## src/rtl/svfloat_unpacker_pipe.sv

```systemverilog
// svfloat_unpacker_pipe: multi-lane float unpacker with class flags, DAZ,
// subnormal renormalization and 1- or 2-stage valid/ready pipeline.
module svfloat_unpacker_pipe #(
  parameter int EW = 8,
  parameter int MW = 23,
  parameter int LANES = 1,
  parameter int STAGES = 2,
  localparam int FW = 1 + EW + MW,
  localparam int BIAS = (1 << (EW - 1)) - 1,
  localparam int MAG = (MW > 2) ? BIAS + MW - 1 : BIAS + 1,
  localparam int TW = $clog2(MAG + 1) + 1,
  localparam int PW = (MW > 1) ? $clog2(MW) : 1,
  localparam int SW = PW + 1
) (
  input  logic                     clk,
  input  logic                     rst_n,
  input  logic                     flush,
  input  logic                     in_valid,
  output logic                     in_ready,
  input  logic [LANES-1:0][FW-1:0] in_data,
  input  logic                     in_daz,
  output logic                     out_valid,
  input  logic                     out_ready,
  output logic [LANES-1:0]         out_sign,
  output logic [LANES-1:0][TW-1:0] out_exp,
  output logic [LANES-1:0][MW:0]   out_man,
  output logic [LANES-1:0]         out_zero,
  output logic [LANES-1:0]         out_sub,
  output logic [LANES-1:0]         out_inf,
  output logic [LANES-1:0]         out_qnan,
  output logic [LANES-1:0]         out_snan
);

  typedef struct packed {
    logic zero;
    logic sub;
    logic inf;
    logic qnan;
    logic snan;
  } cls_t;

  typedef struct packed {
    logic          sign;
    logic [EW-1:0] e;
    logic [MW-1:0] m;
    cls_t          c;
    logic [PW-1:0] p;
  } fld_t;

  typedef struct packed {
    logic          sign;
    logic [TW-1:0] exp;
    logic [MW:0]   man;
    cls_t          c;
  } res_t;

  function automatic fld_t split(logic [FW-1:0] x, logic daz);
    fld_t f;
    logic e_zero;
    logic e_max;
    logic m_zero;
    f.sign = x[FW-1];
    f.e = x[FW-2:MW];
    f.m = x[MW-1:0];
    e_zero = (f.e == '0);
    e_max = (f.e == '1);
    m_zero = (f.m == '0);
    f.c.zero = e_zero && (m_zero || daz);
    f.c.sub = e_zero && !m_zero && !daz;
    f.c.inf = e_max && m_zero;
    f.c.qnan = e_max && f.m[MW-1];
    f.c.snan = e_max && !f.m[MW-1] && !m_zero;
    f.p = '0;
    for (int i = 0; i < MW; i++)
      if (f.m[i]) f.p = PW'(i);
    return f;
  endfunction

  function automatic res_t finish(fld_t f);
    res_t r;
    r.sign = f.sign;
    r.c = f.c;
    r.exp = TW'(f.e) - TW'(BIAS);
    r.man = {1'b1, f.m};
    if (f.c.zero) begin
      r.exp = TW'(1 - BIAS - MW);
      r.man = '0;
    end else if (f.c.sub) begin
      r.exp = TW'(1 - BIAS - MW) + TW'(f.p);
      r.man = {1'b0, f.m} << (SW'(MW) - SW'(f.p));
    end
    return r;
  endfunction

  res_t [LANES-1:0] res_d;
  res_t [LANES-1:0] res_q;
  logic             v_q;
  logic             adv;
  logic             nxt_v;

  assign adv = !v_q || out_ready;

  if (STAGES == 2) begin : g_two
    fld_t [LANES-1:0] f_q;
    logic             v1_q;

    assign in_ready = !flush && (!v1_q || adv);
    assign nxt_v = v1_q;

    // stage 1: split fields, classify, find leading one
    always_ff @(posedge clk or negedge rst_n) begin
      if (!rst_n) begin
        v1_q <= 1'b0;
        f_q <= '0;
      end else begin
        if (flush) v1_q <= 1'b0;
        else if (!v1_q || adv) v1_q <= in_valid;
        if (in_valid && in_ready)
          for (int i = 0; i < LANES; i++)
            f_q[i] <= split(in_data[i], in_daz);
      end
    end

    // stage 2 input: normalize from registered fields
    always_comb begin
      for (int i = 0; i < LANES; i++)
        res_d[i] = finish(f_q[i]);
    end
  end else if (STAGES == 1) begin : g_one
    assign in_ready = !flush && adv;
    assign nxt_v = in_valid && in_ready;

    // whole unpack in front of the single register
    always_comb begin
      for (int i = 0; i < LANES; i++)
        res_d[i] = finish(split(in_data[i], in_daz));
    end
  end else begin : g_bad
    $error("svfloat_unpacker_pipe: STAGES must be 1 or 2");
  end

  // output stage: holds result until consumed
  always_ff @(posedge clk or negedge rst_n) begin
    if (!rst_n) begin
      v_q <= 1'b0;
      res_q <= '0;
    end else begin
      if (flush) v_q <= 1'b0;
      else if (adv) v_q <= nxt_v;
      if (adv && nxt_v) res_q <= res_d;
    end
  end

  assign out_valid = v_q;

  // fan registered lanes out to flat ports
  always_comb begin
    for (int i = 0; i < LANES; i++) begin
      out_sign[i] = res_q[i].sign;
      out_exp[i] = res_q[i].exp;
      out_man[i] = res_q[i].man;
      out_zero[i] = res_q[i].c.zero;
      out_sub[i] = res_q[i].c.sub;
      out_inf[i] = res_q[i].c.inf;
      out_qnan[i] = res_q[i].c.qnan;
      out_snan[i] = res_q[i].c.snan;
    end
  end

endmodule

```

## config.mk

```make
export PLATFORM = sky130hd
export DESIGN_NAME = svfloat_unpacker_pipe
export DESIGN_NICKNAME = d
export VERILOG_FILES = /design/src/rtl/svfloat_unpacker_pipe.sv
export SDC_FILE = /design/constraint.sdc
export NUM_CORES = 1
export LEC_CHECK = 0
export ABC_AREA = 1
export ABC_CLOCK_PERIOD_IN_PS = 5700
export CAP_MARGIN = 40
export CORE_ASPECT_RATIO = 0.9
export CORE_MARGIN = 2
export CORE_UTILIZATION = 50
export CTS_CLUSTER_DIAMETER = 40
export CTS_CLUSTER_SIZE = 40
export DETAILED_ROUTE_END_ITERATION = 12
export GPL_ROUTABILITY_DRIVEN = 0
export PLACE_DENSITY = 0.78
export SLEW_MARGIN = 5
export SYNTH_ARGS = -nofsm -noshare
export SYNTH_HDL_FRONTEND = slang
export SYNTH_SLANG_ARGS = --single-unit
```

## constraint.sdc

```tcl
create_clock -name clk -period 5.7 [get_ports clk]
set_input_delay 0.57 -clock clk [delete_from_list [all_inputs] [get_ports clk]]
set_output_delay 0.57 -clock clk [all_outputs]
set_load 0.02 [all_outputs]
```

# [Yosys cells after proc, flatten, opt, wreduce, memory -nomap -nowiden]
# Index checks and enable logic that the tools add are counted.
[op_classes] n_addsub=3 eq_ne=1 shift=1 muxes=28 reduce_logical=23
[op_table] cell="2-to-1 mux 5 bit" count=21
[op_table] cell="2-to-1 mux 33 bit" count=2
[op_table] cell="left shift 23 x 6 -> 24 bit" count=1
[op_table] cell="zero test 23 bit" count=1
[op_table] cell="logical AND 1 bit" count=10
[op_table] cell="adder 9 x 5 -> 9 bit, first input constant" count=1
[op_table] cell="subtractor 8 x 7 -> 9 bit, second input constant" count=1
[op_table] cell="== test 8 bit, second input constant" count=1
[op_table] cell="zero test 8 bit" count=1
[op_table] cell="zero test 1 bit" count=6
[op_table] cell="subtractor 5 x 5 -> 6 bit, first input constant" count=1
[op_table] cell="2-to-1 mux 1 bit" count=5
[op_table] cell="nonzero test 2 bit" count=2
[op_table] cell="logical OR 1 bit" count=3
[word_totals] ff_bits=83 out_inout_bits=41 elab_cells=75

# [Depth between registers and ports, before layout]
# Gate-level depths: netlist (run 1).
[logic_depth] depth_word=22 depth_mapped=23 ltp_nobuf=23

# [Worst setup path after synthesis (run 1)]
# Ideal clock, no wire load.
[synth_timing] path_kind="register -> register" startpoint="register g_two.f_q[3] (netlist name)" endpoint="register res_q, in the netlist out_man[20]" arrival_ns=1.908 required_time_ns=5.583 setup_slack_ns=3.675 stages_incl_launch_ff=11 path_buffers=2 cell_sequence="dfrtp_1 inv_1 clkbuf_1 ha_1 inv_1 clkbuf_1 o21ai_1 o221ai_1 o21ai_1 nand2_1 nand2_1"
[synth_between] elab_chain_cells=4
[synth_lines] element="start, declared" line_no="104" source="fld_t [LANES-1:0] f_q;"
[synth_lines] element="start signal, assigned by index" line_no="120" source="f_q[i] <= split(in_data[i], in_daz);"
[synth_lines] element="subtractor 5 x 5 -> 6 bit" line_no="90" source="r.man = {1'b0, f.m} << (SW'(MW) - SW'(f.p));"
[synth_lines] element="left shift 23 x 6 -> 24 bit" line_no="90"
[synth_lines] element="2-to-1 mux 33 bit" line_no="88" source="end else if (f.c.sub) begin"
[synth_lines] element="2-to-1 mux 33 bit" line_no="85" source="if (f.c.zero) begin"
[synth_lines] element="end signal, assigned" line_no="150" source="if (adv && nxt_v) res_q <= res_d;"
[synth_lines] element="end, declared" line_no="96" source="res_t [LANES-1:0] res_q;"
# No other way between the ends.
# A chain may end at the register's enable or synchronous reset.

# [Worst setup path in the final report (run 1)]
[layout_timing] startpoint="register g_two.f_q[3] (netlist name)" endpoint="register res_q, in the netlist out_man[9]"
# The elaborated chain is that of the path after synthesis.

==> results of run 1 <==
[synth_stat cells, drive strengths merged]
cell type	count	area (um2)
nand2	171	642
o21ai	113	581
inv	86	323
dfrtp	83	2080
nor2	53	216
a21oi	26	130
buf	22	150
a22o	16	140
clkbuf	15	56.3
nand3	15	75.1
mux2i	10	100
o22ai	8	50.1
a22oi	6	45.0
o211ai	6	45.0
ha	5	62.6
a31oi	4	40.0
nor3	3	15.0
or2	3	18.8
nand3b	2	15.0
nand4	2	12.5
nor4	2	12.5
o21a	2	15.0
o221ai	2	17.5
o31ai	2	15.0
o32ai	2	17.5
a211oi	1	12.5
a32o	1	10.0
a32oi	1	8.76
and2	1	6.26
o21bai	1	7.51
xor2	1	8.76
[flip-flops by register name, indices dropped and copies added (netlist names)]
name and count:
out_valid 1, g_two.v1_q 1, out_exp 9, out_inf 1, g_two.f_q 42, out_qnan 1, out_man 24, out_sub 1
out_snan 1, out_sign 1, out_zero 1
[through the flow]
stage               area, um2  worst slack (ns)  power (uW)  hold WS (ns)
global route             5940              2.36        1890         0.184
detailed placement       5730              2.79        1350         0.465
floorplan                4930              3.68        1120         0.274
CTS                      5940              2.77        1790         0.159
global placement         5680              2.47        1330         0.465
finish                   5940              2.69        1790         0.153
[kinds of logic after synthesis]
group,Yosys count,share of synthesized area (%)
AO/OA/AOI/OAI,191,23.0
XOR/XNOR,1,0.178
adder cells (fa/ha/maj),5,1.27
buffers and inverters,123,10.7
flip-flops,83,42.2
multiplexers,10,2.03
AND/OR/NAND/NOR,252,20.6
[routing by layer]
layer | global-route usage (%) | wire (um)
met2 | 34.7 | 5350
met3 | 3.94 | 944
met4 | 9.76 | 274
met5 | 0 | 0
met1 | 37.8 | 5850
[report_power, final]
part	switching, uW	internal, uW	leakage [uW]	total [uW]
clock network	226	219	0.000103	445
logic	354	251	0.00161	605
registers	64.7	675	0.00104	739
total	645	1140	0.00275	1790
[worst max-delay path: stages (launching register included)]
cell	delay, ns
dfrtp_1	0.85
inv_1	0.54
ha_1	0.49
nor2_2	0.36
inv_1	0.20
a21oi_1	0.15
o21ai_1	0.08
o21ai_0	0.10
a22o_1	0.17
[area by class of cell]
type,count,share of cell area [%]
Inverter,86,5.43
Clock buffer,10,2.32
Clock inverter,6,1.22
Sequential cell,83,35.0
Tap cell,126,2.65
Timing Repair Buffer,83,14.3
Multi-Input combinational cell,459,39.1
[path summary, 6_finish.rpt]
kind / endpoint / cells after the start
min in group clk: out_qnan / 2
worst min-delay path: g_two.f_q[18] / 1
worst min register to register: out_qnan / 2
worst max register to register: out_man[9] / 8
worst max-delay path: out_man[9] / 8
max in group asynchronous: out_exp[4] / 2
==> out/metrics.cfg, run 1 <==
[status]
status=complete, no violations

[synthesis]
ys_ff_latch=83
synth.distinct_cells=42
syn_inst=665
ys_seq_area_share_pct=42.2
avgSynthCellArea_um2=7.41
synth_nets=708
ys_warn_count=0
syn_area_um2=4930

[cells_and_area]
final_nets=765
layout-drive-gt1-share_pct=5.36
stdcell_count=853
utilization_pct=61.8
multi_input_area_um2=2320
final_common_cell=nand2_1
syn2layout_area_growth_pct=20.6
fillCellCount=882
n_antenna_cell=0
area.sequential_um2=2080
layout_common_cells=171 x nand2_1, 83 x dfrtp_1, 82 x inv_1

[global_routing]
grt_pass1_vias=4317
track_usage_pct=24.6
grt_max_degree=50
grt-ovfl-total=0
antenna_found_initial=0
grt_pass1_wl_mm=20.9

[cts]
cts_hold_buf=0
cts_resized=0
tritoncts=yes
clock-root-buffer=clkbuf_8
cts.sinks=83
cts_setup_buffers=0
clkLatencyLatePin_ns=0.37
cts-buffers-inserted=9
cts_buffer_depth=2
cts_max_level=3
cts.clk_slew.worst_paths_ns=0.08

[critical_path]
critPathLaunch=g_two.f_q[3]
r2r_start=g_two.f_q[3]
reg2reg_slack_ns=2.69
endpoint_kind=flip-flop
critical_path_class=flip-flop to flip-flop
worst_ep_arrival_time_ns=3.31
cp_max_fo=26
cp_data_required_time_ns=6.00
start_kind=flip-flop

[worst_hold_path]
hp-class=input pin to asynchronous set/reset pin

[timing]
relSlewSlack_pct=43.8
setup_tns_ns=0
fin_crit_sh_pct=52.8
skew_ns=0.00923
fin_crit_ns=3.01
rsz0062_at_grt=false
fmax_ghz=0.332
worst_slew_pin_slew_ns=0.844
hold_viol_final=0
finalSetupViolations=0
drv_slew=0

[placed_design]
place_hpwl_mm=9.41
io_buffers=78
dp.cells=837

[floorplanning]
ios=79
rows=34
dieArea_um2=10700
die_h_um=98.2
die_x_um=109
core_area_um2=9610
initial_utilization_pct=51.2

[job]
max-cap-violations=0

[route]
num_vias=4662
drtIter0Drc=426
final_antenna_net_count=0
vias_per_cell=5.47
first_pass_iters=6
drc=0
wl_mm=12.4
wl_per_cell_um=14.6

[power_and_ir_drop]
powerDensity_nw_per_um2=301
peakVddDrop_mv=0.169
p_leak_uw=0.00275

Note: power is estimated with default switching activity, not from simulation.
==> inputs of run 2 (changes only) <==
ABC_CLOCK_PERIOD_IN_PS = 2600   (was 5700)
CORE_UTILIZATION = 49   (was 50)
PLACE_DENSITY = 0.8   (was 0.78)
clock period = 2.6 ns   (was 5.7 ns; I/O delays follow)
==> run 2 against run 1 <==
Setup slack worse by 2.2 ns. Final area is 0.88% higher. Global-route usage is 0.12 points lower. Worst hold slack better by 0.21 ns. Register-to-register slack worse by 2.2 ns. Fmax is 42% higher. Sequential cell count stayed put. Sequential power is 120% higher. First-iteration DRC count is 11% higher. Clock skew hardly changed. Combinational power is 130% higher. Critical path type unchanged. Critical endpoint is now out_man[8].
==> out/metrics.cfg, run 2 (synthesis gave the netlist of run 1 again) <==
[route]
num_vias=4791  ; was 4662
drc=0  ; unchanged
vias_per_cell=5.58  ; was 5.47
wl_met2_mm=5.67  ; was 5.35 mm
final_antenna_net_count=0  ; unchanged
wl_met3_mm=1.07  ; was 944 um
highest_layer=met4  ; unchanged
drt-met1-wl_mm=5.94  ; was 5.85 mm
wl_per_cell_um=15.0  ; was 14.6 um
drtIter0Drc=472  ; was 426
first_pass_iters=7  ; was 6
wl_mm=12.9  ; was 12.4 mm

[cts]
cts_setup_buffers=0  ; unchanged
clock-root-buffer=clkbuf_8  ; unchanged
cts.sinks=83  ; unchanged
cts_max_level=3  ; unchanged
cts_hold_buf=1  ; was 0
clkLatencyLatePin_ns=0.35  ; was 0.37 ns
cts.clk_slew.worst_paths_ns=0.08  ; about the same
cts_buffer_depth=2  ; unchanged
cts-buffers-inserted=9  ; unchanged
tritoncts=yes  ; unchanged
cts_resized=0  ; unchanged

[critical_path]
start_kind=flip-flop  ; unchanged
critical_path_class=flip-flop to flip-flop  ; unchanged
cp_max_fo=11  ; was 26
cp_data_required_time_ns=2.89  ; was 6.00 ns
worst_ep_arrival_time_ns=2.42  ; was 3.31 ns
endpoint_kind=flip-flop  ; unchanged

[timing]
drv_slew=0  ; unchanged
holdWs_ns=0.367  ; was 0.153 ns
setup_tns_ns=0  ; unchanged
hold_viol_final=0  ; unchanged
finalSetupViolations=0  ; unchanged
worst_slack_ns=0.476  ; was 2.69 ns
fmax_ghz=0.471  ; was 0.332 GHz
fin_crit_sh_pct=81.7  ; was 52.8%
fin_crit_ns=2.12  ; was 3.01 ns
skew_ns=0.00956  ; was 0.00923 ns
rsz0062_at_grt=false  ; unchanged
relSlewSlack_pct=61.6  ; was 43.8%
worst_slew_pin_slew_ns=0.575  ; was 0.844 ns

[power_and_ir_drop]
total_power_uw=3980  ; was 1790 uW
p_leak_uw=0.00279  ; was 0.00275 uW
powerDensity_nw_per_um2=665  ; was 301 nW/um2
peakVddDrop_mv=0.329  ; was 0.169 mV

[floorplanning]
rows=34  ; unchanged
core_area_um2=9740  ; was 9610 um2
ios=79  ; unchanged
dieArea_um2=10900  ; was 10700 um2
initial_utilization_pct=50.6  ; was 51.2%
die_h_um=99.1  ; was 98.2 um
die_x_um=110  ; was 109 um

[cells_and_area]
stdcell_count=858  ; was 853
largest_reg_flops=42  ; unchanged
final_common_cell=nand2_1  ; unchanged
syn2layout_area_growth_pct=21.7  ; was 20.6%
final_nets=771  ; was 765
top_register=g_two.f_q  ; unchanged
layout_common_cells=171 x nand2_1, 83 x dfrtp_1, 82 x inv_1  ; unchanged
layout-drive-gt1-share_pct=5.87  ; was 5.36%
n_antenna_cell=0  ; unchanged

[global_routing]
track_usage_pct=24.5  ; was 24.6%
grt_pass1_wl_mm=21.0  ; was 20.9 mm
grt_pass1_vias=4315  ; was 4317
grt_max_degree=62  ; was 50
antenna_found_initial=0  ; unchanged
grt-ovfl-total=0  ; unchanged

[job]
max-cap-violations=0  ; unchanged

[status]
status=complete, no violations  ; unchanged

[placed_design]
dp_worst_setup_slack_ns=0.485  ; was 2.79 ns
place_hpwl_mm=9.66  ; was 9.41 mm
dp.cells=842  ; was 837
io_buffers=78  ; unchanged

[worst_hold_path]
hp-class=input pin to asynchronous set/reset pin  ; unchanged

## run 2: changes by cell type in the layout (fill, tap and decap cells not counted)
cell and change:
buf_4 +5, clkinv_2 +2, clkinv_4 -2, inv_6 -2
bufinv_16 +1, dlygate4sd3_1 +1
## run 2: cell type report
type                    count  area (um2)
clock buffers              10         138
clock inverters             5        77.6
fillers                   875        3750
inverters                  86         323
multi-input cells         459        2320
flip-flops and latches     83        2080
well taps                 126         158
repair buffers             89         896
## run 2: power by group
group	total, uW	internal (uW)	switching [uW]
logic	1370	560	811
registers	1600	1480	122
clock network	1010	559	452
total	3980	2600	1390
## run 2: metal layers
layer,GRT usage [%],up-vias
li1,-,2315
met1,38.4,2198
met2,34.8,254
met3,4.65,24
met4,6.33,0
met5,0,-
## run 2: critical path, cell delays in order (launching register included)
cell and delay [ns]:
dfrtp_1 0.46, ha_1 0.25, nor2_4 0.17, inv_1 0.11
nor2_2 0.34, inv_1 0.23, a21oi_1 0.16, o21ai_0 0.09
o21ai_0 0.10, a22o_1 0.16
## run 2: path summary, 6_finish.rpt
check / from / endpoint / slack (ns) / cells past startpoint
setup reg to reg: g_two.f_q[4] / out_man[8] / 0.48 / 9
max in group asynchronous: rst_n / g_two.f_q[31] / 1.65 / 3
hold / removal: rst_n / g_two.f_q[16] / 0.37 / 2
min in group clk: in_data[31] / g_two.f_q[41] / 0.47 / 3
setup / recovery: g_two.f_q[4] / out_man[8] / 0.48 / 9
hold reg to reg: out_man[20] / out_man[20] / 0.49 / 2
## run 2: metrics by stage
step | instance area [um2] | utilization (%)
global placement | 5740 | 58.9
floorplan | 4930 | -
detailed placement | 5770 | 59.2
finish | 5990 | 61.5
CTS | 5990 | 61.5
global route | 5990 | 61.5
